--- src/rtl/ifns_pkg.sv ---
// Shared IFNS code constants: Fibonacci wire weights and the crosstalk pattern test.
// The encoder core and the receive-side decoder both build on these definitions.
package ifns_pkg;

  localparam int IFNS_CODE_W = 18;
  localparam int IFNS_DATA_W = 13;
  localparam int IFNS_SUM_W  = 15;

  // d1..d17 carry F(1)..F(17); d18 carries F(19) so the two codebook halves tile 0..8361
  localparam int unsigned IFNS_W [1:18] = '{
    1, 1, 2, 3, 5, 8, 13, 21, 34, 55, 89, 144, 233, 377, 610, 987, 1597, 4181
  };

  function automatic logic is_forbidden3(input logic [2:0] p);
    return (p == 3'b010) || (p == 3'b101);
  endfunction

endpackage

--- src/rtl/ifns_wsum.sv ---
// Combinational partial weighted sum over codeword bits START..STOP.
// The port carries only the slice it sums, so every input bit is used.
module ifns_wsum
  import ifns_pkg::*;
#(
  parameter int START = 1,
  parameter int STOP  = IFNS_CODE_W,
  parameter int SUM_W = IFNS_SUM_W
) (
  input  logic [STOP:START] code_i,
  output logic [SUM_W-1:0]  sum_o
);

  always_comb begin
    sum_o = '0;
    for (int k = START; k <= STOP; k++) begin
      if (code_i[k]) sum_o = sum_o + SUM_W'(IFNS_W[k]);
    end
  end

endmodule

--- src/rtl/ifns_decoder_18.sv ---
// IFNS 18-wire to 13-bit decoder: two-stage pipeline with valid/ready flow control,
// forbidden-pattern / range error flagging and a saturating error counter.
module ifns_decoder_18
  import ifns_pkg::*;
#(
  parameter int DATA_W   = IFNS_DATA_W,
  parameter int CODE_W   = IFNS_CODE_W,
  parameter int ERR_W    = 8,
  parameter int FP_CHECK = 1
) (
  input  logic              clock,
  input  logic              rst_n,
  input  logic [CODE_W:1]   codein,
  input  logic              in_valid,
  output logic              in_ready,
  output logic [DATA_W-1:0] dataout,
  output logic              code_err,
  output logic              out_valid,
  input  logic              out_ready,
  output logic [ERR_W-1:0]  err_cnt,
  input  logic              err_clr
);

  localparam int SPLIT = 9;

  logic                  en;
  logic                  accept;
  logic [IFNS_SUM_W-1:0] lo_sum;
  logic [IFNS_SUM_W-1:0] hi_sum;
  logic                  pat_err_d;
  logic [IFNS_SUM_W-1:0] lo_q;
  logic [IFNS_SUM_W-1:0] hi_q;
  logic                  pat_q;
  logic                  a_valid_q;
  logic [IFNS_SUM_W-1:0] sum;
  logic                  range_err;
  logic [DATA_W-1:0]     dataout_q;
  logic                  code_err_q;
  logic                  out_valid_q;
  logic [ERR_W-1:0]      err_cnt_q;
  logic [ERR_W-1:0]      err_cnt_d;

  // A held output word freezes the whole pipe
  assign en       = ~out_valid_q | out_ready;
  assign accept   = in_valid & en;
  assign in_ready = en;

  ifns_wsum #(.START(1), .STOP(SPLIT)) u_wsum_lo (
    .code_i (codein[SPLIT:1]),
    .sum_o  (lo_sum)
  );

  ifns_wsum #(.START(SPLIT + 1), .STOP(CODE_W)) u_wsum_hi (
    .code_i (codein[CODE_W:SPLIT+1]),
    .sum_o  (hi_sum)
  );

  always_comb begin
    pat_err_d = 1'b0;
    for (int k = 1; k <= CODE_W - 2; k++) begin
      pat_err_d = pat_err_d | is_forbidden3(codein[k+2 -: 3]);
    end
    pat_err_d = pat_err_d & (FP_CHECK != 0);
  end

  always_ff @(posedge clock or negedge rst_n) begin
    if (!rst_n) begin
      lo_q      <= '0;
      hi_q      <= '0;
      pat_q     <= 1'b0;
      a_valid_q <= 1'b0;
    end else if (en) begin
      lo_q      <= lo_sum;
      hi_q      <= hi_sum;
      pat_q     <= pat_err_d;
      a_valid_q <= accept;
    end
  end

  assign sum       = lo_q + hi_q;
  assign range_err = |sum[IFNS_SUM_W-1:DATA_W];

  always_ff @(posedge clock or negedge rst_n) begin
    if (!rst_n) begin
      dataout_q   <= '0;
      code_err_q  <= 1'b0;
      out_valid_q <= 1'b0;
    end else if (en) begin
      dataout_q   <= sum[DATA_W-1:0];
      code_err_q  <= pat_q | range_err;
      out_valid_q <= a_valid_q;
    end
  end

  // Clear wins over a same-cycle errored delivery
  always_comb begin
    err_cnt_d = err_cnt_q;
    if (err_clr) begin
      err_cnt_d = '0;
    end else if (out_valid_q & out_ready & code_err_q & ~(&err_cnt_q)) begin
      err_cnt_d = err_cnt_q + ERR_W'(1);
    end
  end

  always_ff @(posedge clock or negedge rst_n) begin
    if (!rst_n) err_cnt_q <= '0;
    else        err_cnt_q <= err_cnt_d;
  end

  assign dataout   = dataout_q;
  assign code_err  = code_err_q;
  assign out_valid = out_valid_q;
  assign err_cnt   = err_cnt_q;

endmodule

--- config.mk ---
export PLATFORM = sky130hd
export DESIGN_NAME = ifns_decoder_18
export DESIGN_NICKNAME = d
export VERILOG_FILES = /design/src/rtl/ifns_pkg.sv /design/src/rtl/ifns_wsum.sv /design/src/rtl/ifns_decoder_18.sv
export SDC_FILE = /design/constraint.sdc
export NUM_CORES = 1
export LEC_CHECK = 0
export CORE_MARGIN = 5
export CORE_UTILIZATION = 44
export DETAILED_ROUTE_END_ITERATION = 10
export PLACE_DENSITY_LB_ADDON = 0.08
export SYNTH_ARGS = -nofsm -noshare
export SYNTH_HDL_FRONTEND = slang
export SYNTH_SLANG_ARGS = --single-unit
export TNS_END_PERCENT = 30
--- constraint.sdc ---
create_clock -name clock -period 7.95 [get_ports clock]
set_input_delay 1.9875 -clock clock [delete_from_list [all_inputs] [get_ports clock]]
set_output_delay 1.9875 -clock clock [all_outputs]
set_load 0.005 [all_outputs]
==> run summary, run 1 <==
The run finished with clean final reports. The initial antenna violation count came out at 0. Yosys mapped a number of flops with a built-in enable equal to 0. The cell family contributing the most delay on the critical path is compound AO/OA/AOI/OAI gates.

Counting I/O delays and the setup requirement, the final critical path takes 7305 ps. The worst setup path is captured at a flop. Fill cells in the final layout number 1164. The detailed-route wire length was 11810 um. The run gives 0 as the count of hold buffers inserted by post-cts repair. The number of violations of the max-capacitance limit is 0, and the average wire length per cell after detail routing is 14.11 um. The overall routing resource usage was 0.1708; the detail-routed via count per cell was 5.550. The tools report the detailed placement HPWL as 9258 um. For this run, design rule violations remaining after detail routing come to 0.

The longest individual stage delay on the worst path is 660 ps. The area enclosed by the die boundary was 14190 sq um; the ratio of final minimum period to clock period was 0.9188. The final hold violation count was 0; the boundary pin count was 47.

The signal on the critical path passes through clkdlybuf4s50_1 > inv_1 > ha_1 > mux2i_1 > inv_1 > ha_1 > a211oi_1 > mux2i_1 > o41ai_1 > a21oi_1 > or2_2 > xnor2_2 > or4_1 > a211o_1 > a311o_1 > o311ai_2 > xor2_2 > a21oi_1 > o31ai_2. For the worst setup path, the data required time is 8150 ps. The number of instances on the worst hold path is 2. Together, buffers and inverters on the worst path number 3. The critical path in this run is classified as input port to flop. The logs give 0.2341 for the part of the Yosys area used for sequential elements and 4930 ps for the minimum setup slack among reg-to-reg paths. The post-synthesis average cell area was 7.914 sq um. During placement, the flow inserted port buffers numbering 46. TritonCTS built the clock tree.

Final total negative setup slack: 0 ps. For the remaining global-route overflow, the log shows 0. At the end of the flow, the number of nets in the layout was 750.

In this run the worst path has a maximum fanout of 16. The run gives 5239 sq um as the netlist area before placement. The clock-pin slew reported for the worst setup and hold paths after clock tree synthesis was 60 ps. In this run the remaining antenna-violating nets after routing total 0. For the pin with the worst max-slew slack, the measured transition is 1067 ps. During synthesis, Yosys emitted a total of 0 warnings. The post-synthesis sequential element count works out to 49. The share of synthesized flip-flops with an asynchronous set or reset was 1.000. The top cell types in the final layout, fill and taps aside, are sky130_fd_sc_hd__nor2_1 (63), sky130_fd_sc_hd__nand2_1 (62), sky130_fd_sc_hd__a21oi_1 (56). By area the synthesized netlist is led by sky130_fd_sc_hd__dfrtp_1 (23%), sky130_fd_sc_hd__xnor2_1 (8.4%), sky130_fd_sc_hd__ha_1 (7.6%), sky130_fd_sc_hd__a21oi_1 (5.3%), sky130_fd_sc_hd__xor2_1 (5.0%). Most common cell after layout, fill and taps aside: sky130_fd_sc_hd__nor2_1.

The netlist uses 81 different library cells. In this run the number of cells on the critical path is 19. Relative to the synthesized area, the layout overhead comes to 13.80%. The slowest cell on the critical path is sky130_fd_sc_hd__clkdlybuf4s50_1.

The first global-routing pass estimated 20910 um of wire. The endpoint of the worst-slack reg-to-reg timing path is code_err. The area of the placeable core came out at 11560 sq um.

Counting along the longest clock path gives a buffer depth of 2. The logs give 0.2884 for the headroom to the max-slew limit and 4645 for the routed via count. In this run the horizontal extent of the chip is 119.1 um.

The quantity of gates resized following cts is 0. Power spread over the standard cell area amounts to 245.2 nW/um^2. Hold is met by 472.1 ps.

Worst reg2reg path startpoint: lo_q[0]. The critical path launch point was codein[11]. The number of placement rows is 39. In this run, the number of DRC markers left after iteration 0 of detailed routing was 203.

The run gives 0.4530 as the effective utilization at floorplan. The path class of the tightest hold or removal check is flop to flop. Static leakage: 2.438 nW. Data arrives at the worst endpoint at 7500 ps.

The level count of the clock H-tree is 2, and the weighted congestion at the end of routability-driven global placement is 0.8753. Clock skew on the completed layout was measured at 4.413 ps. The cell accounting for the most synthesized area was sky130_fd_sc_hd__dfrtp_1. Setup repair after global routing left no endpoint under its margin.

The post-CTS setup repair buffer count was 0; the achievable frequency was 136.9 MHz. The layout cell share with drive strength beyond 1 came out at 0.06196. The final core utilization was 0.5155; the share of the synthesized area in the top cell type was 0.2341. When the netlist entered floorplanning its net count stood at 719. The number of sinks on the clock net was 49.

The tree is rooted in a sky130_fd_sc_hd__clkbuf_16. The run gives 662 as the cell count after synthesis. The worst setup path is launched from an input port. The number of antenna cells inserted was 0. Following the worst setup path forward leads to its endpoint at hi_q[11]. Before antenna repair, the detailed router went through 4 iterations. The number of buffers created by CTS is 5, and the number of failing setup endpoints in the final timing report is 0. In the synthesized netlist the dominant register cell turns out to be sky130_fd_sc_hd__dfrtp_1.

The clock insertion delay at the later pin of the skew report was 290 ps. The run gives 0 as the max-slew violation count. The worst register-to-register path has a depth of 16.

IR analysis of the VDD net gives a maximum drop of 0.1063 mV. Measured along the y axis, the die boundary spans 119.1 um. Entering global routing, the biggest net connects 50 pins. The tools report the via count of the first global-routing pass as 4590.
==> tightest hold or removal path: stages (launching register included) <==
cell	delay (ps)
sky130_fd_sc_hd__dfrtp_1	340
sky130_fd_sc_hd__nand2_1	50
sky130_fd_sc_hd__nand2_1	50
==> per-layer routing <==
layer | global-route usage | vias up | part of all wire
met4 | 0.05358 | 0 | 0.019
met3 | 0.01422 | 15 | 0.024
met1 | 0.2174 | 2144 | 0.48
met5 | 0 | - | 0
met2 | 0.3063 | 64 | 0.48
li1 | - | 2422 | -
==> where the power goes <==
| part | total, W | switching [W] | internal (W) | leakage, nW |
|---|---|---|---|---|
| logic | 0.000860 | 0.000461 | 0.000398 | 1.77 |
| clock network | 0.000214 | 0.0000893 | 0.000125 | 0.0768 |
| registers | 0.000388 | 0.0000518 | 0.000336 | 0.591 |
| total | 0.00146 | 0.000603 | 0.000860 | 2.44 |
==> state kept, by name (all words and copies together), names as in the netlist <==
name	flops
a_valid_q	1
err_cnt	8
code_err	1
out_valid	1
pat_q	1
lo_q	9
dataout	13
hi_q	15
==> kinds of logic after synthesis <==
group                      count (synthesis)  share of synthesized area
muxes                                     13                    0.02627
AOI/OAI and AO/OA                        196                     0.2527
xor gates and xnor gates                  86                     0.1536
adders and majority gates                 34                    0.08407
DFF                                       49                     0.2341
buffers and inverters                     66                    0.04992
and+or+nand+nor                          218                     0.1994
==> area by class of cell <==
class / instances / area, sq um / share of cell area
multi-input cells: 547 / 3754 / 0.6296
inverters: 36 / 135.1 / 0.02267
clock buffers: 6 / 138.9 / 0.02329
clock inverters: 2 / 13.76 / 0.002308
well taps: 143 / 178.9 / 0.03001
flip-flops and latches: 49 / 1226 / 0.2057
repair buffers: 54 / 515.5 / 0.08646
==> metrics by stage <==
stage	std cells	worst slack, ps	power (W)	instance area [sq um]
4_1_cts	837	673.0	0.001480	5962
6_report	837	645.4	0.001462	5962
3_5_place_dp	829	400.0	0.001257	5809
2_1_floorplan	662	1503	0.001035	5239
3_3_place_gp	829	491.4	0.001242	5809
5_1_grt	837	24.61	0.001620	5962
==> synth_stat cells (all sizes together) (7+ instances only) <==
library cell  instances
a21o                  7
a21oi                56
and2                  9
buf                   8
clkbuf               22
dfrtp                49
ha                   32
inv                  31
mux2i                10
nand2                62
nand2b               15
nand3                13
nand4                10
nor2                 63
nor3                 14
o21ai                51
o22ai                 8
o31ai                 9
xnor2                52
xor2                 33
==> how the worst min path moves through the flow <==
stage	start	to
final	dataout[0]	dataout[0]
after global routing	a_valid_q	a_valid_q
after floorplan	a_valid_q	a_valid_q
after detailed placement	a_valid_q	out_valid
after global placement	a_valid_q	a_valid_q
after CTS	dataout[0]	dataout[0]
Note: power is estimated with default switching activity, not from simulation.
==> run 2: changes to the inputs <==
--- a/config.mk
+++ b/config.mk
@@ -5,8 +5,8 @@
 export SDC_FILE = /design/constraint.sdc
 export NUM_CORES = 1
 export LEC_CHECK = 0
-export CORE_MARGIN = 5
 export CORE_UTILIZATION = 44
+export CTS_BUF_LIST = sky130_fd_sc_hd__clkbuf_4
 export DETAILED_ROUTE_END_ITERATION = 10
 export PLACE_DENSITY_LB_ADDON = 0.08
 export SYNTH_ARGS = -nofsm -noshare
==> run 2 against run 1 <==
The run now ends with design-rule violations left; sequential power about the same; critical endpoint is now hi_q[13]; first-iteration DRC count is 15% higher; combinational power fell by 0.5%; hold slack gained 7.3 ps; maximum frequency is 4.9% higher; critical path depth fell by 1; via count about the same; die area shrank 13%; cell area down 1.1%; highest routed layer unchanged; critical path type unchanged; global-route usage is 2.3 points higher; sequential cell count is the same; non-clock buffer count up 1.
==> run summary, run 2 (synthesis results as in run 1) <==
The tools report the headroom to the max-slew limit as 0.2843 (was 0.2884). Overall routing resource usage: 0.1942 (was 0.1708). The logs give 12350 sq um (was 14190 sq um) for the area enclosed by the die boundary and 0 (unchanged) for the number of violations of the max-capacitance limit. The final reports fail on design-rule violations. The logs give 20180 um (was 20910 um) for the first-pass GRT wire length and 0.09564 mV (was 0.1063 mV) for the peak supply drop. The tools report the number of standard cells in the final layout excluding fillers as 838 (was 837).

The tools report the cell count after placement as 830 (was 829). The number of violations reported at the end of detailed-routing iteration 0 is 234 (was 203). The post-route clock skew was 7.200 ps (was 4.413 ps); the clock-pin slew reported for the worst setup and hold paths after clock tree synthesis was 130 ps (was 60 ps). The tools report the number of placement rows as 39 (unchanged).

Number of failing setup endpoints in the final timing report: 0 (unchanged). Critical path, cell by cell: clkdlybuf4s50_1 > ha_1 > mux2i_1 > inv_1 > ha_1 > a211oi_1 > mux2i_1 > o41ai_1 > a21oi_1 > or2_2 > xnor2_2 > or4_1 > a211o_1 > a311o_1 > o311ai_2 > xor2_2 > and3_1 > o22a_1 (was clkdlybuf4s50_1 > inv_1 > ha_1 > mux2i_1 > inv_1 > ha_1 > a211oi_1 > mux2i_1 > o41ai_1 > a21oi_1 > or2_2 > xnor2_2 > or4_1 > a211o_1 > a311o_1 > o311ai_2 > xor2_2 > a21oi_1 > o31ai_2). The most common cell after layout, fill and taps aside is sky130_fd_sc_hd__nor2_1 (unchanged). The max-slew violation count was 0 (unchanged); the horizontal die dimension was 111.1 um (was 119.1 um). Most frequent cells in the layout: sky130_fd_sc_hd__nor2_1 (63), sky130_fd_sc_hd__nand2_1 (62), sky130_fd_sc_hd__a21oi_1 (56) (unchanged). The cell area after placement is 5817 sq um (was 5809 sq um). The layout cell share with drive strength beyond 1 is 0.06187 (was 0.06196), and the detailed placement HPWL is 9184 um (was 9258 um). The flow ran to the end, but the final reports show violations. Static leakage: 2.409 nW (was 2.438 nW). Count of hold buffers inserted by post-cts repair: 0 (unchanged). The slowest cell on the critical path is sky130_fd_sc_hd__clkdlybuf4s50_1 (unchanged). The final hold violation count was 0 (unchanged); the longest individual stage delay on the worst path was 560 ps (was 660 ps). Type of destination of the critical path: a flop (unchanged). Weighted congestion at the end of routability-driven global placement: 0.8270 (was 0.8753).

Setup repair after global routing left no endpoint under its margin. The average wire length per cell after detail routing was 13.79 um (was 14.11 um); the count of input and output buffers was 46 (unchanged). The number of buffers created by CTS is 5 (unchanged), and the via count of the first global-routing pass is 4439 (was 4590).

The flip-flop count of the largest register, all copies and words added is 15 (unchanged), and the number of buffers between clock root and the deepest sink is 2 (unchanged). The final non-filler cell area was 5896 sq um (was 5962 sq um). For the initial antenna violation count, the log shows 0 (unchanged). The power after layout was 0.001390 W (was 0.001462 W); the arrival time of the worst setup path was 7280 ps (was 7500 ps). For the effective utilization at floorplan, the log shows 0.4549 (was 0.4530). The maximum number of pins on one net before global-route repair came out at 50 (unchanged). The tools report the area of the placeable core as 11520 sq um (was 11560 sq um). The logs give 4642 (was 4645) for the routed via count and 1143 (was 1164) for the count of filler cells inserted in the layout. The register with the most flip-flops was hi_q (unchanged). The boundary pin count was 47 (unchanged); the critical-path maximum fanout was 16 (unchanged). The required arrival time at the worst endpoint was 8270 ps (was 8150 ps). The post-layout net count was 751 (was 750); the ratio of final minimum period to clock period was 0.8759 (was 0.9188). Number of remaining DRC errors: 12 (was 0). The number of antenna cells inserted came out at 0 (unchanged). The remaining global-route overflow is 0 (unchanged), and the detail-routed via count per cell is 5.539 (was 5.550).

The detailed-route wire length was 11550 um (was 11810 um). The start-to-end type of the worst setup path was input port to flop (unchanged). The total power per unit cell area was 235.7 nW/um^2 (was 245.2 nW/um^2); the post-CTS setup repair buffer count was 0 (unchanged).

The tools report the number of sinks on the clock net as 49 (unchanged). The launching element type of the critical path was an input port (unchanged). The growth of design area from synthesis to finish was 12.54% (was 13.80%). The tools report the length of the first detailed-routing pass in iterations as 7 (was 4).

The clock insertion delay at the later pin of the skew report is 370 ps (was 290 ps), and the post-route minimum period is 6963 ps (was 7305 ps). The type of the worst min-delay path was flop to flop (unchanged). The achievable frequency is 143.6 MHz (was 136.9 MHz), and the quantity of gates resized following cts is 0 (unchanged). TritonCTS built the clock tree. Level count of the clock H-tree: 2 (unchanged). The die boundary height was 111.1 um (was 119.1 um); the final total negative setup slack was 0 ps (unchanged). The transition time at the pin with the least slew margin is 1074 ps (was 1067 ps), and the count of nets left with antenna violations after detail routing is 0 (unchanged).

The master cell of the clock root buffer was sky130_fd_sc_hd__clkbuf_4 (was sky130_fd_sc_hd__clkbuf_16).
-- run 2: cell count changes in the layout (fill, tap and decap cells not counted), sizes merged --
cell / change
buf: +1
bufinv: +1
clkinv: -1
-- run 2: per-layer routing --
metal	GRT usage	vias to the layer above	wire (um)
met5	0	-	0
met2	0.3547	60	5580
met4	0.06306	0	231
met1	0.2384	2154	5491
met3	0.01968	14	249
li1	-	2414	-
-- run 2: final cells by class --
class                   count  area (sq um)  share of cell area
well taps                 143         178.9             0.03035
repair buffers             55         523.0             0.08871
clock inverters             2         33.78            0.005730
multi-input cells         547          3754              0.6367
flip-flops and latches     49          1226              0.2080
inverters                  36         135.1             0.02292
clock buffers               6         45.04            0.007640
-- run 2: worst max-delay path, delay by kind of cell --
family	cells	cell delay [ps]
buf+inv	2	640
fa+ha+maj	2	670
simple gates	3	1150
compound gates	7	1850
mux	2	530
xor+xnor	2	450
-- run 2: report_power, final --
part           leakage [nW]  total, W  internal (W)  switching [W]
sequential            0.591  0.000388      0.000335      0.0000529
combinational          1.77  0.000856      0.000398       0.000457
clock                0.0433  0.000146     0.0000689      0.0000770
-- run 2: worst paths after layout --
kind | start | end | slack [ps] | cells past startpoint
hold / removal | dataout[0] | dataout[0] | 480 | 2
max in group asynchronous | rst_n | hi_q[11] | 5500 | 1
setup reg to reg | lo_q[0] | code_err | 4960 | 16
min in group asynchronous | rst_n | hi_q[1] | 1800 | 1
setup / recovery | codein[10] | hi_q[13] | 990 | 18
hold reg to reg | dataout[0] | dataout[0] | 480 | 2
-- run 2: stage by stage --
step	util	worst slack, ps	hold slack (ps)
after floorplan	-	1503	430.0
final	0.5120	986.7	479.4
after detailed placement	0.5051	606.7	455.3
after global placement	0.5051	763.8	447.3
after global routing	0.5120	554.0	522.6
after CTS	0.5120	1012	486.7
==> run 3: changes to the inputs <==
--- a/config.mk
+++ b/config.mk
@@ -5,7 +5,9 @@
 export SDC_FILE = /design/constraint.sdc
 export NUM_CORES = 1
 export LEC_CHECK = 0
-export CORE_UTILIZATION = 44
+export CELL_PAD_IN_SITES_DETAIL_PLACEMENT = 2
+export CELL_PAD_IN_SITES_GLOBAL_PLACEMENT = 2
+export CORE_UTILIZATION = 36
 export CTS_BUF_LIST = sky130_fd_sc_hd__clkbuf_4
 export DETAILED_ROUTE_END_ITERATION = 10
 export PLACE_DENSITY_LB_ADDON = 0.08
==> constraint.sdc (replaced) <==
create_clock -name clock -period 7.55 [get_ports clock]
set_input_delay 1.8875 -clock clock [delete_from_list [all_inputs] [get_ports clock]]
set_output_delay 1.8875 -clock clock [all_outputs]
set_load 0.005 [all_outputs]
==> run 3 against run 2 <==
The flow now finishes without violations; final cell count rose by 4.9%; count of clock-buffer cells in the layout is 1 lower; die area up 22%; largest power group unchanged; sequential share of layout area down 0.18 points; largest cell class unchanged; clock skew is 17 ps higher; power grew 8.3%; wire length rose by 34%; via count increased by 6.8%; clock power decreased by 14%; non-clock buffer count increased by 4; critical path depth rose by 1.
==> run summary, run 3 (synthesis results as in run 1) <==
The run finished with clean final reports. The number of antenna cells inserted was 0 (unchanged). The run gives 0 (unchanged) as the number of violations of the max-capacitance limit. Via count of the first global-routing pass: 5396 (was 4439).

The run gives 0 (unchanged) as the post-CTS setup repair buffer count. The run gives 0 (unchanged) as the quantity of gates resized following cts. For the count of nets left with antenna violations after detail routing, the log shows 0 (unchanged). The detailed placement HPWL is 12540 um (was 9184 um), and the post-route clock skew is 24.19 ps (was 7.200 ps). The clock insertion delay at the later pin of the skew report was 380 ps (was 370 ps). The tools report the post-layout net count as 755 (was 751). The run gives 0 (unchanged) as the max-slew violation count.

The tools report the level count of the clock H-tree as 2 (unchanged). The tools report the first-pass GRT wire length as 26560 um (was 20180 um). Setup slack after layout: 556.9 ps (was 986.7 ps). Critical-path maximum fanout: 7 (was 16). The tools report the number of placement rows as 43 (was 39). The logs give 5893 sq um (was 5817 sq um) for the cell area after placement and 7850 ps (was 8270 ps) for the required arrival time at the worst endpoint. TritonCTS built the clock tree. The run gives 2.418 nW (was 2.409 nW) as the static leakage.

The die boundary height is 122.6 um (was 111.1 um), and the boundary pin count is 47 (unchanged). For the number of sinks on the clock net, the log shows 49 (unchanged). The tools report the type of destination of the critical path as a flop (unchanged). The clock-pin slew reported for the worst setup and hold paths after clock tree synthesis works out to 150 ps (was 130 ps). The headroom to the max-slew limit was 0.5654 (was 0.2843); the layout cell share with drive strength beyond 1 was 0.06724 (was 0.06187). The logs give 0.3731 (was 0.4549) for the effective utilization at floorplan and 0.8127 (was 0.8270) for the weighted congestion at the end of routability-driven global placement.

The ratio of final minimum period to clock period was 0.9262; the number of violations reported at the end of detailed-routing iteration 0 was 201 (was 234). The run gives 0 (unchanged) as the initial antenna violation count. The total power per unit cell area is 252.9 nW/um^2 (was 235.7 nW/um^2).

Most frequent cells in the layout: sky130_fd_sc_hd__nor2_1 (63), sky130_fd_sc_hd__nand2_1 (62), sky130_fd_sc_hd__a21oi_1 (56) (unchanged). For the count of filler cells inserted in the layout, the log shows 1637 (was 1143). For the number of remaining DRC errors, the log shows 0 (was 12). The remaining global-route overflow is 0 (unchanged), and the transition time at the pin with the least slew margin is 651.3 ps (was 1074 ps).

The most common cell after layout, fill and taps aside was sky130_fd_sc_hd__nor2_1 (unchanged). Routed via count: 4959 (was 4642). The depth of the most critical reg-to-reg path came out at 16 (unchanged). The tools report the number of failing setup endpoints in the final timing report as 0 (unchanged). For the worst setup slack after placement, the log shows 183.0 ps (was 606.7 ps).

The master cell of the clock root buffer was sky130_fd_sc_hd__clkbuf_4 (unchanged). Number of instances on the worst hold path: 2 (unchanged). For the length of the first detailed-routing pass in iterations, the log shows 4 (was 7). The count of hold buffers inserted by post-cts repair came out at 0 (unchanged). Register with the most flip-flops: hi_q (unchanged).

The final total negative setup slack came out at 0 ps (unchanged). The run gives 15040 sq um (was 12350 sq um) as the area enclosed by the die boundary. The peak supply drop is 0.07974 mV (was 0.09564 mV), and the power after layout is 0.001504 W (was 0.001390 W). Setup repair after global routing left no endpoint under its margin. The growth of design area from synthesis to finish was 13.54% (was 12.54%). The tools report the area of the placeable core as 14040 sq um (was 11520 sq um). Average wire length per cell after detail routing: 17.56 um (was 13.79 um). The arrival time of the worst setup path is 7300 ps (was 7280 ps). Start-to-end type of the worst setup path: input port to flop (unchanged).

The run gives 50 (unchanged) as the maximum number of pins on one net before global-route repair. The horizontal die dimension was 122.6 um (was 111.1 um); the achievable frequency was 143.0 MHz. The overall routing resource usage is 0.2191 (was 0.1942), and the final non-filler cell area is 5948 sq um (was 5896 sq um). The count of input and output buffers came out at 46 (unchanged).

The launching element type of the critical path is an input port (unchanged). The worst path in the final design needs a cycle of 6993 ps, including I/O delays and setup. The detailed-route wire length is 15440 um (was 11550 um). The detail-routed via count per cell is 5.642 (was 5.539). The number of buffers created by CTS is 5 (unchanged). The flip-flop count of the largest register, all copies and words added works out to 15 (unchanged).

The final core utilization is 0.4236 (was 0.5120), and the number of buffers between clock root and the deepest sink is 2 (unchanged). The final hold violation count came out at 0 (unchanged). Type of the worst min-delay path: flop to flop (unchanged).
-- run 3: cell count changes in the layout (fill, tap and decap cells not counted), sizes merged --
cell,before,now
buf,10,14
clkinv,6,8
bufinv,1,0
clkbuf,6,5
-- run 3: worst max-delay path, cell delays in order --
cell and delay [ps]:
sky130_fd_sc_hd__clkdlybuf4s50_1 680, sky130_fd_sc_hd__inv_1 170, sky130_fd_sc_hd__ha_1 240, sky130_fd_sc_hd__mux2i_1 280, sky130_fd_sc_hd__inv_1 80, sky130_fd_sc_hd__ha_1 220
sky130_fd_sc_hd__a211oi_1 470, sky130_fd_sc_hd__mux2i_1 190, sky130_fd_sc_hd__o41ai_1 280, sky130_fd_sc_hd__a21oi_1 150, sky130_fd_sc_hd__or2_2 380, sky130_fd_sc_hd__xnor2_2 200
sky130_fd_sc_hd__or4_1 590, sky130_fd_sc_hd__a211o_1 370, sky130_fd_sc_hd__a311o_1 350, sky130_fd_sc_hd__o311ai_2 120, sky130_fd_sc_hd__xor2_2 260, sky130_fd_sc_hd__a21oi_1 130
sky130_fd_sc_hd__o31ai_2 230
-- run 3: layer usage --
layer | up-vias | routed length (um) | track usage
li1 | 2420 | - | -
met1 | 2493 | 7133 | 0.2746
met2 | 36 | 8025 | 0.4087
met3 | 10 | 147 | 0.01905
met4 | 0 | 127 | 0.03659
met5 | - | 0 | 0
-- run 3: through the flow --
| stage | hold slack [ps] | std cells |
|---|---|---|
| after floorplan | 430.0 | 662 |
| after global placement | 441.8 | 871 |
| after detailed placement | 464.4 | 871 |
| after CTS | 487.5 | 879 |
| after global routing | 511.1 | 879 |
| final | 486.6 | 879 |
-- run 3: power by group --
part	switching, W	internal, W	total, W
clock	0.0000897	0.0000355	0.000125
sequential	0.0000614	0.000353	0.000414
combinational	0.000539	0.000426	0.000965
-- run 3: layout make-up --
class | instances | area, sq um | share of cell area
clock buffer | 5 | 37.54 | 0.006310
multi-input combinational | 547 | 3754 | 0.6310
inverter | 36 | 135.1 | 0.02272
tap | 180 | 225.2 | 0.03786
timing repair buffer | 59 | 553.0 | 0.09297
sequential | 49 | 1226 | 0.2061
clock inverter | 3 | 17.52 | 0.002945
-- run 3: final timing paths --
path	slack (ps)	endpoint	start
setup / recovery	560	hi_q[11]	codein[10]
hold / removal	490	dataout[0]	dataout[0]
setup reg to reg	4290	code_err	lo_q[0]
hold reg to reg	490	dataout[0]	dataout[0]
max in group asynchronous	5500	lo_q[2]	rst_n
min in group asynchronous	1600	dataout[2]	rst_n
==> edit 1, RTL diff (config.mk and constraints of run 3) <==
Put one more register stage on the output `err_cnt`. The value now appears one clock later. The other outputs are not delayed to match.
--- a/src/rtl/ifns_decoder_18.sv
+++ b/src/rtl/ifns_decoder_18.sv
@@ -110,7 +110,9 @@
   assign dataout   = dataout_q;
   assign code_err  = code_err_q;
   assign out_valid = out_valid_q;
-  assign err_cnt   = err_cnt_q;
+  always_ff @(posedge clock) begin
+    err_cnt <= err_cnt_q;
+  end
 
 endmodule
 
Behaviour: not the same (Yosys sat finds a counterexample within 4 cycles, from zero or initial values and one cycle with rst_n low).
==> edit 1 against run 3 <==
Sequential cell count grew 8. Area after synthesis grew 8.2%. Maximum frequency grew 4.0%. Highest routed layer unchanged. Design area grew 7.2%. Final cell count grew 3.0%. Largest power group unchanged. Worst setup slack gained 0.27 ns. Sequential power grew 11%. Total power grew 16%. First-iteration DRC count shrank 39%. Register-to-register slack gained 0.07 ns. Routed wire length shrank 3.7%.
==> edit 1: results (changes against run 3) <==
status = complete, no violations (unchanged)
WL met2 = 7779 um (was 8025 um)
mean routed wirelength per cell = 16.43 um (was 17.56 um)
Tightest Pin Transition = 0.7694 ns (was 0.6513 ns)
met1 usage = 0.2347 (was 0.2746)
RD Place Congestion = 0.7938 (was 0.8127)
DPL Wire Length = 11,910 um (was 12,540 um)
DR WL met3 = 261 um (was 147 um)
Initial DRC Count = 122 (was 201)
met3 track demand over resource = 0.02178 (was 0.01905)
setup slack after layout = 0.8250 ns (was 0.5569 ns)
P_leak = 2.580 nW (was 2.418 nW)
htree depth = 3 (was 2)
xor-xnor portion of the synthesized cell area = 0.1753 (was 0.1536)
filler instances = 1,728 (was 1,637)
Unique masters post-synth = 94 (was 81)
met2 Use GR = 0.3664 (was 0.4087)
crit path DAT = 7.04 ns (was 7.30 ns)
post-synthesis mux area share = 0.01987 (was 0.02627)
global-route usage over all layers = 0.1951 (was 0.2191)
Worst-path clk slew = 0.09 ns (was 0.15 ns)
CTS buffer count = 9 (was 5)
compound-cell area share of the yosys netlist = 0.2296 (was 0.2527)
first-pass GRT wire length = 25,620 um (was 26,560 um)
P_sw = 0.7470 mW (was 0.6902 mW)
Seq pwr share = 0.262 (was 0.275)
post-synthesis cell count = 651 (was 662)
layout net count = 746 (was 755)
sequential share of the synthesized area = 0.2446 (was 0.2341)
reg-to-reg setup timing slack = 4.36 ns (was 4.29 ns)
top post-synthesis cells by area = dfrtp_1 (22%), ha_1 (7.1%), xnor2_1 (6.6%) (was dfrtp_1 (23%), xnor2_1 (8.4%), ha_1 (7.6%))
maximum vdd ir drop = 0.08414 mV (was 0.07974 mV)
Final Skew = 0.03116 ns (was 0.02419 ns)
DRT met1 WL = 6660 um (was 7133 um)
DR vias = 4,862 (was 4,959)
post-placement cell count = 889 (was 871)
placed standard-cell area = 0.006220 mm2 (was 0.005893 mm2)
vias in the first global route = 5,247 (was 5,396)
Syn Nets = 708 (was 719)
most common library cells after synthesis = nor2_1 (68), nand2_1 (65), dfrtp_1 (49), xnor2_1 (43), o21ai_0 (37) (was nor2_1 (63), nand2_1 (62), a21oi_1 (56), xnor2_1 (50), dfrtp_1 (49))
comb pwr = 1.03 mW (was 0.965 mW)
[edit 1: cell types whose count changed after synthesis, sizes merged, moves of 5 or more]
cell,delta
a21oi,-19
nand3,+9
dfxtp,+8
nor3,-8
o22ai,-7
a211o,+6
a22oi,+6
nand2,+6
nor2,+6
clkbuf,-5
nand4,-5
o41ai,-5
[edit 1: final cells by class]
type                    count  area share
diodes                      1   0.0003926
clock buffers              11     0.01296
clock inverters             4     0.01080
inverters                  32     0.01885
multi-input cells         537      0.6196
flip-flops and latches     57      0.2175
well taps                 211     0.04142
repair buffers             52     0.07852
[edit 1: worst min-delay path by stage]
stage,slack (ns),depth (start not counted),endpoint,start
4_1_cts,0.42,0,err_cnt[7]$_DFF_P_,err_cnt_q[7]$_DFFE_PN0P_
6_report,0.42,0,err_cnt[7]$_DFF_P_,err_cnt_q[7]$_DFFE_PN0P_
3_3_place_gp,0.40,0,err_cnt[6]$_DFF_P_,err_cnt_q[6]$_DFFE_PN0P_
5_1_grt,0.43,0,err_cnt[7]$_DFF_P_,err_cnt_q[7]$_DFFE_PN0P_
2_1_floorplan,0.38,0,err_cnt[6]$_DFF_P_,err_cnt_q[6]$_DFFE_PN0P_
3_5_place_dp,0.42,0,err_cnt[7]$_DFF_P_,err_cnt_q[7]$_DFFE_PN0P_
[edit 1: worst max-delay path, cell delays in order]
cell,delay (ns)
clkdlybuf4s50_1,0.57
fa_1,0.76
ha_1,0.25
nand2_1,0.11
xnor2_1,0.38
ha_1,0.31
and2_1,0.16
a32oi_1,0.45
nand3_1,0.17
a41oi_1,0.29
xor2_1,0.29
a22oi_1,0.15
nand2b_1,0.18
o21a_1,0.14
a211o_2,0.34
a211oi_2,0.24
a21bo_1,0.25
a21oi_2,0.11
==> edit 2, RTL diff (settings of run 3) <==
Made on the original files. The package constant `IFNS_DATA_W` goes from 13 to 9.
--- a/src/rtl/ifns_pkg.sv
+++ b/src/rtl/ifns_pkg.sv
@@ -3,7 +3,7 @@
 package ifns_pkg;
 
   localparam int IFNS_CODE_W = 18;
-  localparam int IFNS_DATA_W = 13;
+  localparam int IFNS_DATA_W = 9;
   localparam int IFNS_SUM_W  = 15;
 
   // d1..d17 carry F(1)..F(17); d18 carries F(19) so the two codebook halves tile 0..8361
Ports: changed (resized dataout); port bits go from 47 to 43. No check against the original RTL was run, so the function may have changed too.
==> edit 2 against run 3 <==
Hold slack better by 0.0046 ns. Area after synthesis fell by 6.0%. Sequential cell count decreased by 4. Design area fell by 6.2%. Total power fell by 6.5%. Clock skew is 0.0011 ns lower. Register-to-register slack better by 0.24 ns. Critical endpoint unchanged. Worst setup slack got worse by 0.089 ns. Count of clock-buffer cells in the layout up 1. Routed wire length is 15% lower. Maximum frequency decreased by 1.3%.
==> edit 2: results (changes against run 3) <==
status = complete, no violations (unchanged)
I/O Buffers = 42 (was 46)
global-route usage over all layers = 0.1966 (was 0.2191)
placed standard-cell area = 0.005498 mm2 (was 0.005893 mm2)
top post-synthesis cells by area = dfrtp_1 (23%), ha_1 (8.1%), xnor2_1 (8.0%) (was dfrtp_1 (23%), xnor2_1 (8.4%), ha_1 (7.6%))
filler instances = 1,550 (was 1,637)
xor-xnor portion of the synthesized cell area = 0.1540 (was 0.1536)
post-synthesis mux area share = 0.03660 (was 0.02627)
Tightest Pin Transition = 1.006 ns (was 0.6513 ns)
comb pwr = 0.880 mW (was 0.965 mW)
most common library cells after synthesis = nand2_1 (59), nor2_1 (51), dfrtp_1 (45), xnor2_1 (45), o21ai_0 (42) (was nor2_1 (63), nand2_1 (62), a21oi_1 (56), xnor2_1 (50), dfrtp_1 (49))
maximum vdd ir drop = 0.08520 mV (was 0.07974 mV)
hold slack = 0.4911 ns (was 0.4866 ns)
first-pass GRT wire length = 23,200 um (was 26,560 um)
mean routed wirelength per cell = 16.14 um (was 17.56 um)
delay-heaviest family, CP = simple AND/OR/NAND/NOR gates (was compound AO/OA/AOI/OAI gates)
reg-to-reg setup timing slack = 4.53 ns (was 4.29 ns)
crit path time final = 7.083 ns (was 6.993 ns)
P_leak = 2.279 nW (was 2.418 nW)
compound-cell area share of the yosys netlist = 0.2372 (was 0.2527)
Mean Syn Cell Area = 8.109 um2 (was 7.914 um2)
Pwr Total = 1.407 mW (was 1.504 mW)
Initial DRC Count = 95 (was 201)
share of cells above drive strength 1 = 0.05965 (was 0.06724)
area grow syn2layout = 13.40% (was 13.54%)
post-synthesis adder-cell area fraction = 0.08948 (was 0.08407)
slowest stage delay, CP = 0.61 ns (was 0.68 ns)
pre-CTS setup slack = 0.08989 ns (was 0.1830 ns)
DPL Wire Length = 10,730 um (was 12,540 um)
DR vias = 4,456 (was 4,959)
post-DR vias/cell = 5.481 (was 5.642)
Seq pwr share = 0.264 (was 0.275)
RD Place Congestion = 0.7919 (was 0.8127)
reg2reg path depth = 14 (was 16)
edit 2: cell types whose count changed in the layout (fill, tap and decap cells not counted), sizes merged, moves of 4 or more:
cell	run 3	this run
clkdlybuf4s50	45	41
o311ai	1	5
o41ai	5	0
nor2	63	52
clkinv	8	4
dfrtp	49	45
a31oi	6	12
nor2b	6	12
xnor2	52	47
o22ai	8	3
nor3	14	6
buf	14	9
a21oi	56	30
edit 2: worst max-delay path by stage:
stage / startpoint / end / slack, ns
2_1_floorplan: codein[13] / hi_q[12]$_DFFE_PN0N_ / 1.11
3_3_place_gp: codein[11] / hi_q[12]$_DFFE_PN0N_ / 0.42
3_5_place_dp: codein[11] / hi_q[11]$_DFFE_PN0N_ / 0.09
4_1_cts: codein[11] / hi_q[11]$_DFFE_PN0N_ / 0.50
5_1_grt: codein[11] / hi_q[11]$_DFFE_PN0N_ / 0.06
6_report: codein[11] / hi_q[11]$_DFFE_PN0N_ / 0.47
edit 2: tightest hold or removal path, delay by kind of cell (launching register included):
kind          cells  cell delay, ns
flops             1            0.37
simple gates      2            0.10
edit 2: final cells by class:
type / instances / share of cell area
multi-input combinational: 501 / 0.6364
tap: 176 / 0.03945
clock inverter: 2 / 0.006949
inverter: 33 / 0.02219
clock buffer: 6 / 0.008070
sequential: 45 / 0.2017
timing repair buffer: 50 / 0.08518
edit 2: metal layers:
| layer | vias up | global-route usage | wire, um |
|---|---|---|---|
| li1 | 2223 | - | - |
| met1 | 2170 | 0.2417 | 6027 |
| met2 | 48 | 0.3648 | 6677 |
| met3 | 15 | 0.01293 | 189 |
| met4 | 0 | 0.05854 | 224 |
| met5 | - | 0 | 0 |
edit 2: what timing repair did:
item / in CTS / in global routing
endpoints found under the setup margin: 0 / 2
setup buffers: 0 / 0
resized for setup: 0 / 1
